### config.mk
export PLATFORM = sky130hd
export DESIGN_NAME = digit_serial_addsub
export DESIGN_NICKNAME = d
export VERILOG_FILES = /design/src/rtl/addsub_pkg.sv /design/src/rtl/addsub_digit.sv /design/src/rtl/full_adder.sv /design/src/rtl/digit_serial_addsub.sv
export SDC_FILE = /design/constraint.sdc
export NUM_CORES = 1
export LEC_CHECK = 0
export ABC_AREA = 1
export CORE_MARGIN = 4
export CORE_UTILIZATION = 52
export CTS_CLUSTER_DIAMETER = 40
export DETAILED_ROUTE_END_ITERATION = 7
export GPL_TIMING_DRIVEN = 0
export PLACE_DENSITY = 0.83
export SETUP_SLACK_MARGIN = 0.4
export SLEW_MARGIN = 20
export SYNTH_ARGS = -nofsm -noshare
export SYNTH_HDL_FRONTEND = slang
export SYNTH_SLANG_ARGS = --single-unit
### constraint.sdc
create_clock -name clk -period 3.7 [get_ports clk]
set_clock_uncertainty 0.2 [all_clocks]
set_input_delay 0.37 -clock clk [delete_from_list [all_inputs] [get_ports clk]]
set_output_delay 0.37 -clock clk [all_outputs]
set_load 0.02 [all_outputs]
### src/rtl/addsub_pkg.sv
// Shared encodings for the digit-serial adder/subtractor:
// FSM state constants and operation select values.
package addsub_pkg;

   localparam logic [1:0] ST_IDLE = 2'd0;
   localparam logic [1:0] ST_RUN  = 2'd1;
   localparam logic [1:0] ST_DONE = 2'd2;

   localparam logic OP_ADD = 1'b0;
   localparam logic OP_SUB = 1'b1;

endpackage

### src/rtl/addsub_digit.sv
// Combinational DIGIT-bit ripple adder built from full-adder cells; also exposes
// the carry into its top bit so the caller can derive signed overflow.
module addsub_digit #(
   parameter int DIGIT = 4
) (
   input  logic [DIGIT-1:0] i_a,
   input  logic [DIGIT-1:0] i_b,
   input  logic             i_cin,
   output logic [DIGIT-1:0] o_sum,
   output logic             o_cout,
   output logic             o_c_top
);

   logic [DIGIT:0] w_c;

   assign w_c[0] = i_cin;

   genvar gi;
   generate
      for (gi = 0; gi < DIGIT; gi++) begin : g_fa
         full_adder u_fa (
            .i_a (i_a[gi]),
            .i_b (i_b[gi]),
            .i_c (w_c[gi]),
            .o_s (o_sum[gi]),
            .o_c (w_c[gi+1])
         );
      end
   endgenerate

   assign o_cout  = w_c[DIGIT];
   assign o_c_top = w_c[DIGIT-1];

endmodule

### src/rtl/full_adder.sv
// Single-bit full-adder cell used as the building block of the digit ripple chain.
module full_adder (
   input  logic i_a,
   input  logic i_b,
   input  logic i_c,
   output logic o_s,
   output logic o_c
);

   assign o_s = i_a ^ i_b ^ i_c;
   assign o_c = (i_a & i_b) | (i_a & i_c) | (i_b & i_c);

endmodule

### src/rtl/digit_serial_addsub.sv
// Multi-cycle WIDTH-bit adder/subtractor: one DIGIT-bit slice per clock, carry
// registered between slices, start/busy/done handshake with carry/overflow/zero flags.
module digit_serial_addsub
   import addsub_pkg::*;
#(
   parameter int WIDTH = 16,
   parameter int DIGIT = 4
) (
   input  logic             clk,
   input  logic             reset,
   input  logic             start,
   input  logic             op,
   input  logic             carry_in,
   input  logic [WIDTH-1:0] A,
   input  logic [WIDTH-1:0] B,
   output logic [WIDTH-1:0] result,
   output logic             carry_out,
   output logic             overflow,
   output logic             zero,
   output logic             busy,
   output logic             done
);

   localparam int N     = WIDTH / DIGIT;
   localparam int CNT_W = (N > 1) ? $clog2(N) : 1;
   localparam logic [CNT_W-1:0] CNT_LAST = CNT_W'(N - 1);

   logic [1:0]       r_state;
   logic [WIDTH-1:0] r_a;
   logic [WIDTH-1:0] r_b;
   logic             r_carry;
   logic [CNT_W-1:0] r_cnt;
   logic [WIDTH-1:0] r_result;
   logic             r_carry_out;
   logic             r_overflow;
   logic             r_zero;

   logic [DIGIT-1:0] w_sum;
   logic             w_cout;
   logic             w_c_top;
   logic [WIDTH-1:0] w_result_next;
   logic             w_accept;

   // Operands are shifted right each cycle so the active digit is always the low slice.
   addsub_digit #(
      .DIGIT (DIGIT)
   ) u_digit (
      .i_a     (r_a[DIGIT-1:0]),
      .i_b     (r_b[DIGIT-1:0]),
      .i_cin   (r_carry),
      .o_sum   (w_sum),
      .o_cout  (w_cout),
      .o_c_top (w_c_top)
   );

   always_comb begin
      w_result_next = r_result;
      w_result_next[int'(r_cnt) * DIGIT +: DIGIT] = w_sum;
   end

   assign w_accept = start && ((r_state == ST_IDLE) || (r_state == ST_DONE));

   always_ff @(posedge clk) begin
      if (reset) begin
         r_state     <= ST_IDLE;
         r_a         <= '0;
         r_b         <= '0;
         r_carry     <= 1'b0;
         r_cnt       <= '0;
         r_result    <= '0;
         r_carry_out <= 1'b0;
         r_overflow  <= 1'b0;
         r_zero      <= 1'b0;
      end else begin
         case (r_state)
            ST_IDLE, ST_DONE: begin
               if (w_accept) begin
                  r_a         <= A;
                  r_b         <= (op == OP_SUB) ? ~B : B;
                  r_carry     <= (op == OP_SUB) ? 1'b1 : carry_in;
                  r_cnt       <= '0;
                  r_carry_out <= 1'b0;
                  r_overflow  <= 1'b0;
                  r_zero      <= 1'b0;
                  r_state     <= ST_RUN;
               end else begin
                  r_state <= ST_IDLE;
               end
            end
            ST_RUN: begin
               r_a      <= r_a >> DIGIT;
               r_b      <= r_b >> DIGIT;
               r_result <= w_result_next;
               r_carry  <= w_cout;
               r_cnt    <= r_cnt + 1'b1;
               if (r_cnt == CNT_LAST) begin
                  r_carry_out <= w_cout;
                  r_overflow  <= w_cout ^ w_c_top;
                  r_zero      <= (w_result_next == '0);
                  r_state     <= ST_DONE;
               end
            end
            default: r_state <= ST_IDLE;
         endcase
      end
   end

   assign result    = r_result;
   assign carry_out = r_carry_out;
   assign overflow  = r_overflow;
   assign zero      = r_zero;
   assign busy      = (r_state == ST_RUN);
   assign done      = (r_state == ST_DONE);

endmodule

==> results.md <==
* CTS tree: built
* DP Area at approximately 3600 µm²
* Slew @ Worst Pin at slightly below 0.6 ns
* Worst hold path type: in -> reg
* Nets at 525
* Post-Syn Nets at around 460
* Pint at 1.006 mW
* Worst path slowest cell: fa_1
* TritonCTS Buffers at 5
* Worst endpoint required time at 3.72 ns
* Seq pwr share at between 40% and 50%
* Max Cap Viol at 0
* Worst EP arrival at approximately 3.0 ns
* Final ANT Viol Nets at 0
* Ratio of total power to cell area at 392.8 nW/µm²
* Sw frac at between 30% and 40%
* CP startpoint kind: flop
* IO Pins at 58
* CP Depth at 13
* Number of global-route vias before repair at 2718
* First-pass GRT wire length at ~12000 µm
* Sequential share of the synthesized area at between 30% and 40%
* Die H at 82.91 µm
* Unique masters post-synth at 31
* Status: completed
* Final min period at ~3 ns
* Sw power at around 0.44 mW
* Starting DRT DRC Count at 121
* Mapped cell area at 2918 µm²
* Placed Cells at between 500 and 600
* Number of synthesized register bits at 56
* Via Count at 2809
* Buffers on Ports at 55
* Pleak at between 1.5 and 2 nW
* Worst VDD drop at about 0.21 mV
* Clk slew on worst S/H paths at between 0.1 and 0.15 ns
* Top cell by count, worst path: fa_1
* Tcrit/Tclk final at roughly four fifths
* Layout cells sized above 1 at 6.472%
* Die W at between 80 and 90 µm
* All-layer global routing usage at a little over a fifth
* Setup TNS at 0 ns
* DP HPWL at approximately 5500 µm
* Synth warnings at 0
* Row cnt at 27
* Design area at approximately 3700 µm²
* Clock Latency Late Sink at 0.31 ns
* Syn avg cell area at about 7 µm²
* CTS max path bufs at 2
* Power, Total at 1.444 mW
* Slew Viols, Final at 0
* Hold_buf cts at 0
* Clock power frac at 28.7%
* Syn Inst Count at ~420
* Postcts setup bufs at 0
* FMAX at approximately 0.33 GHz
* Via density per instance at just over 5
* Worst hold stages at 4
* Ant. Diodes at 0
* Core ar. at roughly 5500 µm²
* RSZ-0062 raised after global routing: no
* Critical path type: reg -> reg
* Crit path cell chain: fa_1, inv_1, fa_1, fa_1, fa_1, nor2_1, nand3_1, nand2_1, nor2_1, nand2_1, nor2_1, nand3_1, a21oi_2
* Area grow syn2layout at 25.94%
* Final GP Congestion at roughly 0.93
* Residual DRC at 0
* Fin. Hold Viols at 0
* Routed len/inst at 13.19 µm
* Post-CTS sizing at 0
* CP delay by family, top: adder cells
* Slew margin rel. at between 60% and 70%
* CP max FO at 3
* Initial Utilization at a little over half
* Sum of buffers and inverters on the critical path at 1
* H-tree lvl count at 2
* Ys flop type: dfxtp_1
* Initial antenna violation count at 0
* Clk sinks at 56
* Post-synth EDFFs at 0
* Non-filler cells, final at ~550
* Synth async-reset ratio at 0%
* Filler instances at between 500 and 600
* Pre-antenna DRT Iters at 4
* Crit end category: flop
* Crit-path max cell delay at just under 0.5 ns
* Full die area at 6873 µm²
* Largest net degree at the start of global routing at 19
* Worst R2R Path Depth at 13
* Overflow after GRT at 0
* Post-Route WL at roughly 7300 µm
* Final setup vio count at 0
* Clock root cell: clkbuf_8
* Comb power frac at approximately 25%
-- per-layer routing --
metal	track usage [%]	routed length, µm
met1	24.41	2982
met2	38.63	3676
met3	3.671	482
met4	6.538	125
met5	0	0
-- sequential cells by signal, indices dropped and copies added, names as in the netlist --
| signal | count |
|---|---|
| result | 16 |
| r_a | 16 |
| carry_out | 1 |
| r_carry | 1 |
| r_state | 2 |
| r_b | 16 |
| r_cnt | 2 |
| zero | 1 |
| overflow | 1 |
-- cell families after synthesis --
family | share of synthesized area, %
flops | 38.42
buf+inv | 12.48
fa+ha+maj | 5.317
xor+xnor | 5.103
simple gates | 23.89
compound gates | 14.79
-- cells in the mapped netlist (2+ instances only) --
master / instances / area [µm²]
ha_1: 6 / 75.07
buf_4: 6 / 45.04
clkbuf_1: 5 / 18.77
o211ai_1: 9 / 67.56
xor2_1: 5 / 43.79
xnor2_1: 12 / 105.1
nor2_1: 47 / 176.4
buf_2: 10 / 50.05
inv_2: 2 / 7.510
a21boi_1: 3 / 22.52
fa_1: 4 / 80.08
o22ai_1: 2 / 12.51
a21oi_1: 14 / 70.07
dfxtp_1: 56 / 1121
inv_1: 59 / 221.5
o221ai_1: 7 / 61.31
nand3_1: 9 / 45.04
o21ai_0: 16 / 80.08
a31oi_1: 14 / 87.58
nand2_1: 119 / 446.7
-- path summary, 6_finish.rpt --
path / startpoint / endpoint / slack [ns]
min: reset / result[15]$_SDFFE_PP0P_ / 0.18
max: r_a[0]$_SDFFE_PP0P_ / zero$_SDFFE_PP0P_ / 0.69
min reg2reg: r_a[12]$_SDFFE_PP0P_ / r_a[12]$_SDFFE_PP0P_ / 0.27
max reg2reg: r_a[0]$_SDFFE_PP0P_ / zero$_SDFFE_PP0P_ / 0.69
-- placed cells by master (no fill, tap or decap), drive strengths merged --
cell / Yosys / final
nand2: 120 / 120
nor3: 1 / 1
fa: 4 / 4
xor2: 5 / 5
inv: 62 / 62
o22ai: 2 / 2
a31oi: 14 / 14
o211ai: 9 / 9
nor2: 48 / 48
o21ai: 17 / 17
buf: 18 / 18
o2bb2ai: 1 / 1
or2: 1 / 1
o221ai: 7 / 7
dfxtp: 56 / 56
nand3: 9 / 9
xnor2: 12 / 12
bufinv: 0 / 1
clkinv: 0 / 2
clkbuf: 5 / 10
a21oi: 15 / 15
ha: 6 / 6
clkdlybuf4s50: 0 / 55
a21boi: 4 / 4
-- metrics by stage --
step           setup WS [ns]  hold slack (ns)  util [%]
6_report              0.6927           0.1766     67.15
3_3_place_gp          0.7362           0.2481     65.02
4_1_cts               0.6908           0.1720     67.15
2_1_floorplan          1.023           0.2389         -
5_1_grt               0.5177           0.1758     67.15
3_5_place_dp          0.7141           0.2522     65.02
-- power groups by stage --
stage	logic, mW	registers (mW)	clock network [mW]
finish	0.356	0.673	0.415
global route	0.395	0.679	0.440
CTS	0.355	0.673	0.419
detailed placement	0.353	0.687	0
global placement	0.346	0.685	0
floorplan	0.209	0.700	0
-- layout make-up --
type	count	area (µm²)	area share (%)
timing repair buffer	55	550.5	14.98
inverter	62	235.2	6.401
buffer	23	128.9	3.507
multi-input combinational	275	1433	38.99
sequential	56	1121	30.51
clock buffer	5	68.82	1.873
tap	72	90.09	2.451
clock inverter	3	47.55	1.294
-- worst register-to-register path: cells and delay by family (launching register included) --
| kind | cells | cell delay, ns |
|---|---|---|
| buf+inv | 1 | 0.05 |
| fa+ha+maj | 4 | 1.49 |
| compound gates | 1 | 0.06 |
| flops | 1 | 0.38 |
| simple gates | 7 | 0.73 |
Note: power is estimated with default switching activity, not from simulation.
